### config.mk
export PLATFORM = sky130hd
export DESIGN_NAME = alu_flag_unit
export DESIGN_NICKNAME = d
export VERILOG_FILES = /design/src/rtl/alu_flag_unit.sv
export SDC_FILE = /design/constraint.sdc
export NUM_CORES = 1
export LEC_CHECK = 0
export CORE_AREA = 4 4 84 86
export CTS_BUF_LIST = sky130_fd_sc_hd__clkbuf_16
export CTS_CLUSTER_SIZE = 30
export DETAILED_ROUTE_END_ITERATION = 16
export DIE_AREA = 0 0 88 90
export PLACE_DENSITY_LB_ADDON = 0.25
export SLEW_MARGIN = 20
export SYNTH_ARGS = -nofsm -noshare
export SYNTH_HDL_FRONTEND = slang
export SYNTH_SLANG_ARGS = --single-unit
### constraint.sdc
create_clock -name clk -period 3 [get_ports clk]
set_input_delay 0.9 -clock clk [delete_from_list [all_inputs] [get_ports clk]]
set_output_delay 0.9 -clock clk [all_outputs]
set_load 0.05 [all_outputs]
### src/rtl/alu_flag_unit.sv
// Registered N/Z/C/B/V status flags for the RV32I ALU, plus sticky carry/overflow
// bits and a saturating overflow-event counter for the debug status register.
module alu_flag_unit #(
  parameter int unsigned WIDTH = 32,
  parameter int unsigned CNT_W = 16
) (
  input  logic             clk,
  input  logic             rst_n,
  input  logic             i_valid,
  input  logic [3:0]       alu_sel,
  input  logic [WIDTH-1:0] i_a,
  input  logic [WIDTH-1:0] i_b,
  input  logic [WIDTH-1:0] i_result,
  input  logic             i_sticky_clr,
  input  logic             i_cnt_clr,
  output logic             o_valid,
  output logic             negative,
  output logic             zero,
  output logic             borrow,
  output logic             carry_out,
  output logic             overflow,
  output logic             sticky_carry,
  output logic             sticky_ovf,
  output logic [CNT_W-1:0] ovf_count,
  output logic             cnt_sat
);

  localparam int unsigned M = WIDTH - 1;

  typedef enum logic [3:0] {
    OP_ADD = 4'b0000,
    OP_SUB = 4'b1000
  } alu_op_e;

  logic [WIDTH:0]   sum, diff;
  logic             n_c, z_c, b_c, c_c, v_c;
  logic             valid_q;
  logic             neg_q, zero_q, borrow_q, carry_q, ovf_q;
  logic             neg_d, zero_d, borrow_d, carry_d, ovf_d;
  logic             sticky_c_q, sticky_c_d, sticky_v_q, sticky_v_d;
  logic [CNT_W-1:0] cnt_q, cnt_d, cnt_base;

  assign sum  = {1'b0, i_a} + {1'b0, i_b};
  assign diff = {1'b0, i_a} - {1'b0, i_b};

  always_comb begin
    n_c = 1'b0;
    b_c = 1'b0;
    c_c = 1'b0;
    v_c = 1'b0;
    z_c = (i_result == '0);
    case (alu_sel)
      OP_ADD: begin
        n_c = i_result[M];
        c_c = sum[WIDTH];
        v_c = (i_a[M] == i_b[M]) && (i_result[M] != i_a[M]);
      end
      OP_SUB: begin
        n_c = i_result[M];
        // The borrow out of the widened difference is exactly unsigned a < b.
        b_c = diff[WIDTH];
        v_c = (i_a[M] != i_b[M]) && (i_result[M] != i_a[M]);
      end
      default: ;
    endcase
  end

  always_comb begin
    neg_d    = neg_q;
    zero_d   = zero_q;
    borrow_d = borrow_q;
    carry_d  = carry_q;
    ovf_d    = ovf_q;
    if (i_valid) begin
      neg_d    = n_c;
      zero_d   = z_c;
      borrow_d = b_c;
      carry_d  = c_c;
      ovf_d    = v_c;
    end
  end

  // Clear is applied first so that a same-cycle setting capture wins.
  always_comb begin
    sticky_c_d = (sticky_c_q && !i_sticky_clr) || (i_valid && c_c);
    sticky_v_d = (sticky_v_q && !i_sticky_clr) || (i_valid && v_c);
    cnt_base   = i_cnt_clr ? '0 : cnt_q;
    cnt_d      = cnt_base;
    if (i_valid && v_c && (cnt_base != '1)) begin
      cnt_d = cnt_base + 1'b1;
    end
  end

  always_ff @(posedge clk or negedge rst_n) begin
    if (!rst_n) begin
      valid_q    <= 1'b0;
      neg_q      <= 1'b0;
      zero_q     <= 1'b0;
      borrow_q   <= 1'b0;
      carry_q    <= 1'b0;
      ovf_q      <= 1'b0;
      sticky_c_q <= 1'b0;
      sticky_v_q <= 1'b0;
      cnt_q      <= '0;
    end else begin
      valid_q    <= i_valid;
      neg_q      <= neg_d;
      zero_q     <= zero_d;
      borrow_q   <= borrow_d;
      carry_q    <= carry_d;
      ovf_q      <= ovf_d;
      sticky_c_q <= sticky_c_d;
      sticky_v_q <= sticky_v_d;
      cnt_q      <= cnt_d;
    end
  end

  assign o_valid      = valid_q;
  assign negative     = neg_q;
  assign zero         = zero_q;
  assign borrow       = borrow_q;
  assign carry_out    = carry_q;
  assign overflow     = ovf_q;
  assign sticky_carry = sticky_c_q;
  assign sticky_ovf   = sticky_v_q;
  assign ovf_count    = cnt_q;
  assign cnt_sat      = &cnt_q;

endmodule

**Word-level counts from Yosys, hierarchy flattened**

Index checks and enable logic that the tools add are counted.

- Order comparisons: 0
- Div/mod/pow operators: 0
- Eq/ne operators: 5
- $add $sub $neg: 3
- Bitwise gates (word level): 0
- Shift-type cells: 0
- Muxes and demuxes: 6
- Reduce and logical (&&, ||, !) cells: 14
- Multipliers: 0

Operators with widths:

| operator | number |
|---|---|
| $add 32x32->33 | 1 |
| $sub 32x32->33 | 1 |
| $logic_not 32->1 | 1 |
| $mux 16 | 2 |
| $add 16x1->16 const B | 1 |
| $ne 16x16->1 const B | 1 |
| $reduce_and 16->1 | 1 |
| $logic_and 1x1->1 | 7 |
| $eq 4x4->1 const B | 1 |
| $logic_not 4->1 | 1 |
| $mux 1 | 3 |
| $logic_or 1x1->1 | 2 |
| $ne 1x1->1 | 2 |
| $pmux 1 s2 | 1 |
| $reduce_or 2->1 | 1 |
| $eq 1x1->1 | 1 |
| $logic_not 1->1 | 1 |

- Output and inout bits: 25
- Latch bits: 0
- Register bits after elaboration: 24
- Memory bits (writable): 0
- ROM bits: 0
- Input port bits: 105
- Word-level logic and storage cells: 37
- Memories kept: 0

**Logic depth before layout (Yosys ltp)**

- Depth in word-level cells: 6
- Depth in mapped cells: 9
- Depth with buffers taken out: 7

**Worst setup path before layout**

OpenSTA, ideal clock, no wires.

- Kind: input -> register
- From: input i_cnt_clr
- To: register cnt_q[3] (netlist: ovf_count[3])
- Library setup time: 0.078 ns
- Arrival time: 2.528 ns
- Data required time: 2.922 ns
- Path buffers: 2
- Slack: 0.394 ns
- Cell stages on the path: 9
- Cells stage by stage: buf_2 > nor2b_1 > ha_1 > nand3b_1 > nor4_2 > a21o_1 > buf_2 > o21ai_0 > a21oi_1

- Word-level cells in the longest chain between the ends: 4

RTL lines:

| what | line | source |
|---|---|---|
| start: declaration | 15 | `input logic i_cnt_clr,` |
| $mux 16 (*) | 87 | `cnt_base = i_cnt_clr ? '0 : cnt_q;` |
| branches (longest 2 deep; another with $add 16x1->16) | - |  |
| $mux 16 (*) | 89 | `if (i_valid && v_c && (cnt_base != '1)) begin` |
| via cnt_d[3] | 41 | `logic [CNT_W-1:0] cnt_q, cnt_d, cnt_base;` |
| end signal: assignment | 114 | `cnt_q <= cnt_d;` |
| end: declaration | 41 |  |

Mark *: on every way through the listed nets, which the timed path passes.
A chain may end at the register's enable or synchronous reset.

**Worst setup path in the final report**

- From: input i_b[31]
- To: register cnt_q[10] (netlist: ovf_count[10])

- Word-level cells in the longest chain between the ends: 6

RTL lines:

| what | line | source |
|---|---|---|
| start: declaration | 12 | `input logic [WIDTH-1:0] i_b,` |
| $ne 1x1->1 or $eq 1x1->1 (tied branches) | 62, 56 |  |
| $logic_and 1x1->1 (on tied branches) | 62, 56 |  |
| $pmux 1 s2 (*) | 52 | `case (alu_sel)` |
| $logic_and 1x1->1 (*) (2 in series) | 89 |  |
| $mux 16 (*) | 89 |  |
| via cnt_d[10] | 41 |  |

Mark *: on every way through the listed nets, which the timed path passes. The rest lies on a longest branch.

==> flow_metrics.env <==
export IMPL_use_met3_pct=2.47
export IMPL_io_buffers=129
export IMPL_cts_buffers=3
export IMPL_power_density_nw_per_um2=227
export IMPL_final_common_cell="clkdlybuf4s50_1"
export IMPL_synth_async_reset_ratio_pct=100
export IMPL_synthFlopType="dfrtp_1"
export IMPL_critical_path_class="input pin to flop"
export IMPL_grt_ovfl_total=0
export IMPL_vias=2957
export IMPL_worst_path_max_fanout=11
export IMPL_rsz0062_at_grt="false"
export IMPL_fmax_mhz=355
export IMPL_cts_tree="built"
export IMPL_synth_top_area_cell="ha_1"
export IMPL_grt_max_degree=25
export IMPL_timing_hold_violations_final=0
export IMPL_finalCritPeriodShare_pct=94.0
export IMPL_dp_worst_setup_slack_ps=-98.1
export IMPL_syn_nets=502
export IMPL_wl_per_cell_um=14.1
export IMPL_drtAntennaViolNets=0
export IMPL_die_height_um=90
export IMPL_setup_slack_ps=180
export IMPL_clkLatencyLatePin_ps=260
export IMPL_hp_start="carry_out"
export IMPL_antenna_cells=0
export IMPL_post_route_util_pct=70.6
export IMPL_synth_area_leaders="ha_1 (28%), dfrtp_1 (21%), inv_1 (6.5%)"
export IMPL_hold_buffers=0
export IMPL_cp_arrival_ps=3000
export IMPL_finalWeightedCongestion=0.840
export IMPL_final_cell_mix="clkdlybuf4s50_1 (128), ha_1 (63), inv_1 (49)"
export IMPL_syn_inst=334
export IMPL_start_util_pct=44.9
export IMPL_dieArea_um2=7920
export IMPL_clockPowerShare_pct=29.2
export IMPL_ys_types=44
export IMPL_setup_violations=0
export IMPL_top_usage_layer="met2"
export IMPL_p_total_mw=1.01
export IMPL_die_w_um=88
export IMPL_cap_violations=0
export IMPL_clock_root_buffer="clkbuf_16"
export IMPL_post_route_min_period_ps=2820
export IMPL_fin_tns_setup_ps=0
export IMPL_grt_use_total_pct=19.8
export IMPL_syn_mean_instance_area_um2=8.44
export IMPL_design_core_area_um2=6280
export IMPL_clock_sinks=24
export IMPL_drv_slew=0
export IMPL_rr_startpoint="ovf_count[0]"
export IMPL_grtUsageMet1_pct=23.5
export IMPL_crit_start="i_b[31]"
export IMPL_viasPerCell=5.26
export IMPL_synth_seq_cells=24
export IMPL_drt_iter0_drc=90
export IMPL_seqPwrFrac_pct=32.7
export IMPL_critPathRequiredTime_ps=3180
export IMPL_yosys_warnings=0
export IMPL_ys_seq_area_share_pct=21.3
export IMPL_grt_pass1_vias=2998
export IMPL_syn_cell_area_um2=2820
export IMPL_comb_power_share_pct=38.1
export IMPL_fin_nets=654
export IMPL_p_sw_share_pct=28.0
export IMPL_hpwl_um=6980
export IMPL_hold_class="flop to flop"
export IMPL_leakagePower_nw=1.99
export IMPL_relSlewSlack_pct=64.7
export IMPL_net_switching_power_uw=282
export IMPL_rows=29
export IMPL_instances_no_fill=562
export IMPL_synth_top_area_share_pct=28.0
export IMPL_placed_cells=558
export IMPL_grt_first_pass_wirelength_um=13000
export IMPL_dr_pass1_iters=4
export IMPL_syn_to_final_growth_pct=57.1
export IMPL_wirelength_um=7930
export IMPL_status="completed"
export IMPL_tightest_slew_ps=516
export IMPL_drive_gt1_share_pct=7.01
export IMPL_endpoint_kind="flop"
export IMPL_worst_setup_path_start_kind="input pin"
export IMPL_cts_buffer_depth=2
export IMPL_fin_worst_skew_ps=5.43
export IMPL_ctsHtreeMaxLevel=1
export IMPL_p_int_uw=724
export IMPL_drc=0
export IMPL_ir_drop_mv=0.257
export IMPL_io_pins=130
export IMPL_clk_pin_slew_ps=60
export IMPL_antenna_found_initial=0
export IMPL_synth_edf_count=0
export IMPL_grt_use_met2_pct=36.9
## logic make-up after synthesis
| family | share of synthesized area [%] |
|---|---|
| xor+xnor | 3.42 |
| compound gates | 16.2 |
| simple gates | 24.1 |
| fa+ha+maj | 28.0 |
| flops | 21.3 |
| buf+inv | 7.01 |
## area by class of cell
class,count,area (um^2)
multi-input combinational,258,2030
fill,509,1850
timing repair buffer,150,1450
sequential,24,601
inverter,49,184
tap,77,96.3
clock buffer,3,75.1
clock inverter,1,3.75
## through the flow
stage | hold slack (ps) | area (um^2)
after floorplan | 604 | 2820
after global placement | 490 | 4350
after detailed placement | 493 | 4350
after CTS | 515 | 4430
after global routing | 561 | 4430
final | 508 | 4430
## registers in the layout, indices dropped and copies added, names as in the netlist
signal        count
borrow            1
ovf_count        16
carry_out         1
negative          1
overflow          1
sticky_ovf        1
zero              1
sticky_carry      1
o_valid           1
## routing by layer
metal  up-vias  share of wire [%]  wire, um
li1       1502                  -         -
met1      1353                 40      3200
met2        93                 53      4180
met3         9                5.7       454
met4         0                1.2        99
met5         -                  0         0
## power by group through the flow
stage                     clock network [mW]  logic [mW]  registers, mW
after CTS                              0.295       0.385          0.329
after detailed placement                   0       0.383          0.335
final                                  0.294       0.383          0.329
after global routing                   0.312       0.422          0.330
after global placement                     0       0.370          0.335
after floorplan                            0       0.145          0.347
## synthesized netlist by cell type (2+ instances only)
| master | number |
|---|---|
| nor3_1 | 3 |
| and3_1 | 3 |
| and3b_1 | 2 |
| or4_1 | 8 |
| a21oi_1 | 27 |
| inv_1 | 49 |
| nand2b_1 | 6 |
| o21ai_0 | 13 |
| nor4_1 | 10 |
| nor2b_1 | 10 |
| a2111oi_0 | 4 |
| dfrtp_1 | 24 |
| xor2_1 | 3 |
| xnor2_1 | 8 |
| nand3_2 | 2 |
| o2111ai_1 | 2 |
| or3_1 | 6 |
| ha_1 | 63 |
| a211o_1 | 2 |
| nand3_1 | 14 |
| o31ai_1 | 5 |
| a211oi_1 | 6 |
| o311ai_0 | 3 |
| nor4b_1 | 2 |
| nand2_1 | 11 |
| nor2_1 | 21 |
| buf_2 | 2 |
| o211ai_1 | 3 |
| o21a_1 | 2 |
| nand4_1 | 6 |
## worst max-delay path, stage by stage
cell and delay, ps:
clkdlybuf4s50_1 490, inv_1 50, ha_1 290, xor2_1 190, nand3_2 140, a21o_2 300, or4_1 480, a21oi_1 160
## path summary, 6_finish.rpt
kind | endpoint | slack [ps] | depth (start not counted)
setup reg to reg | ovf_count[15] | 940 | 7
hold reg to reg | carry_out | 510 | 2
setup / recovery | ovf_count[10] | 180 | 8
max in group asynchronous | ovf_count[13] | 1740 | 2
hold / removal | carry_out | 510 | 2
min in group asynchronous | ovf_count[3] | 1010 | 2
## timing repair
| item | 4_1_cts | 5_1_grt |
|---|---|---|
| setup buffers | 0 | 0 |
| resized for setup | 0 | 3 |
| setup endpoints to repair | 0 | 5 |
Power figures use the tool's default switching activity.
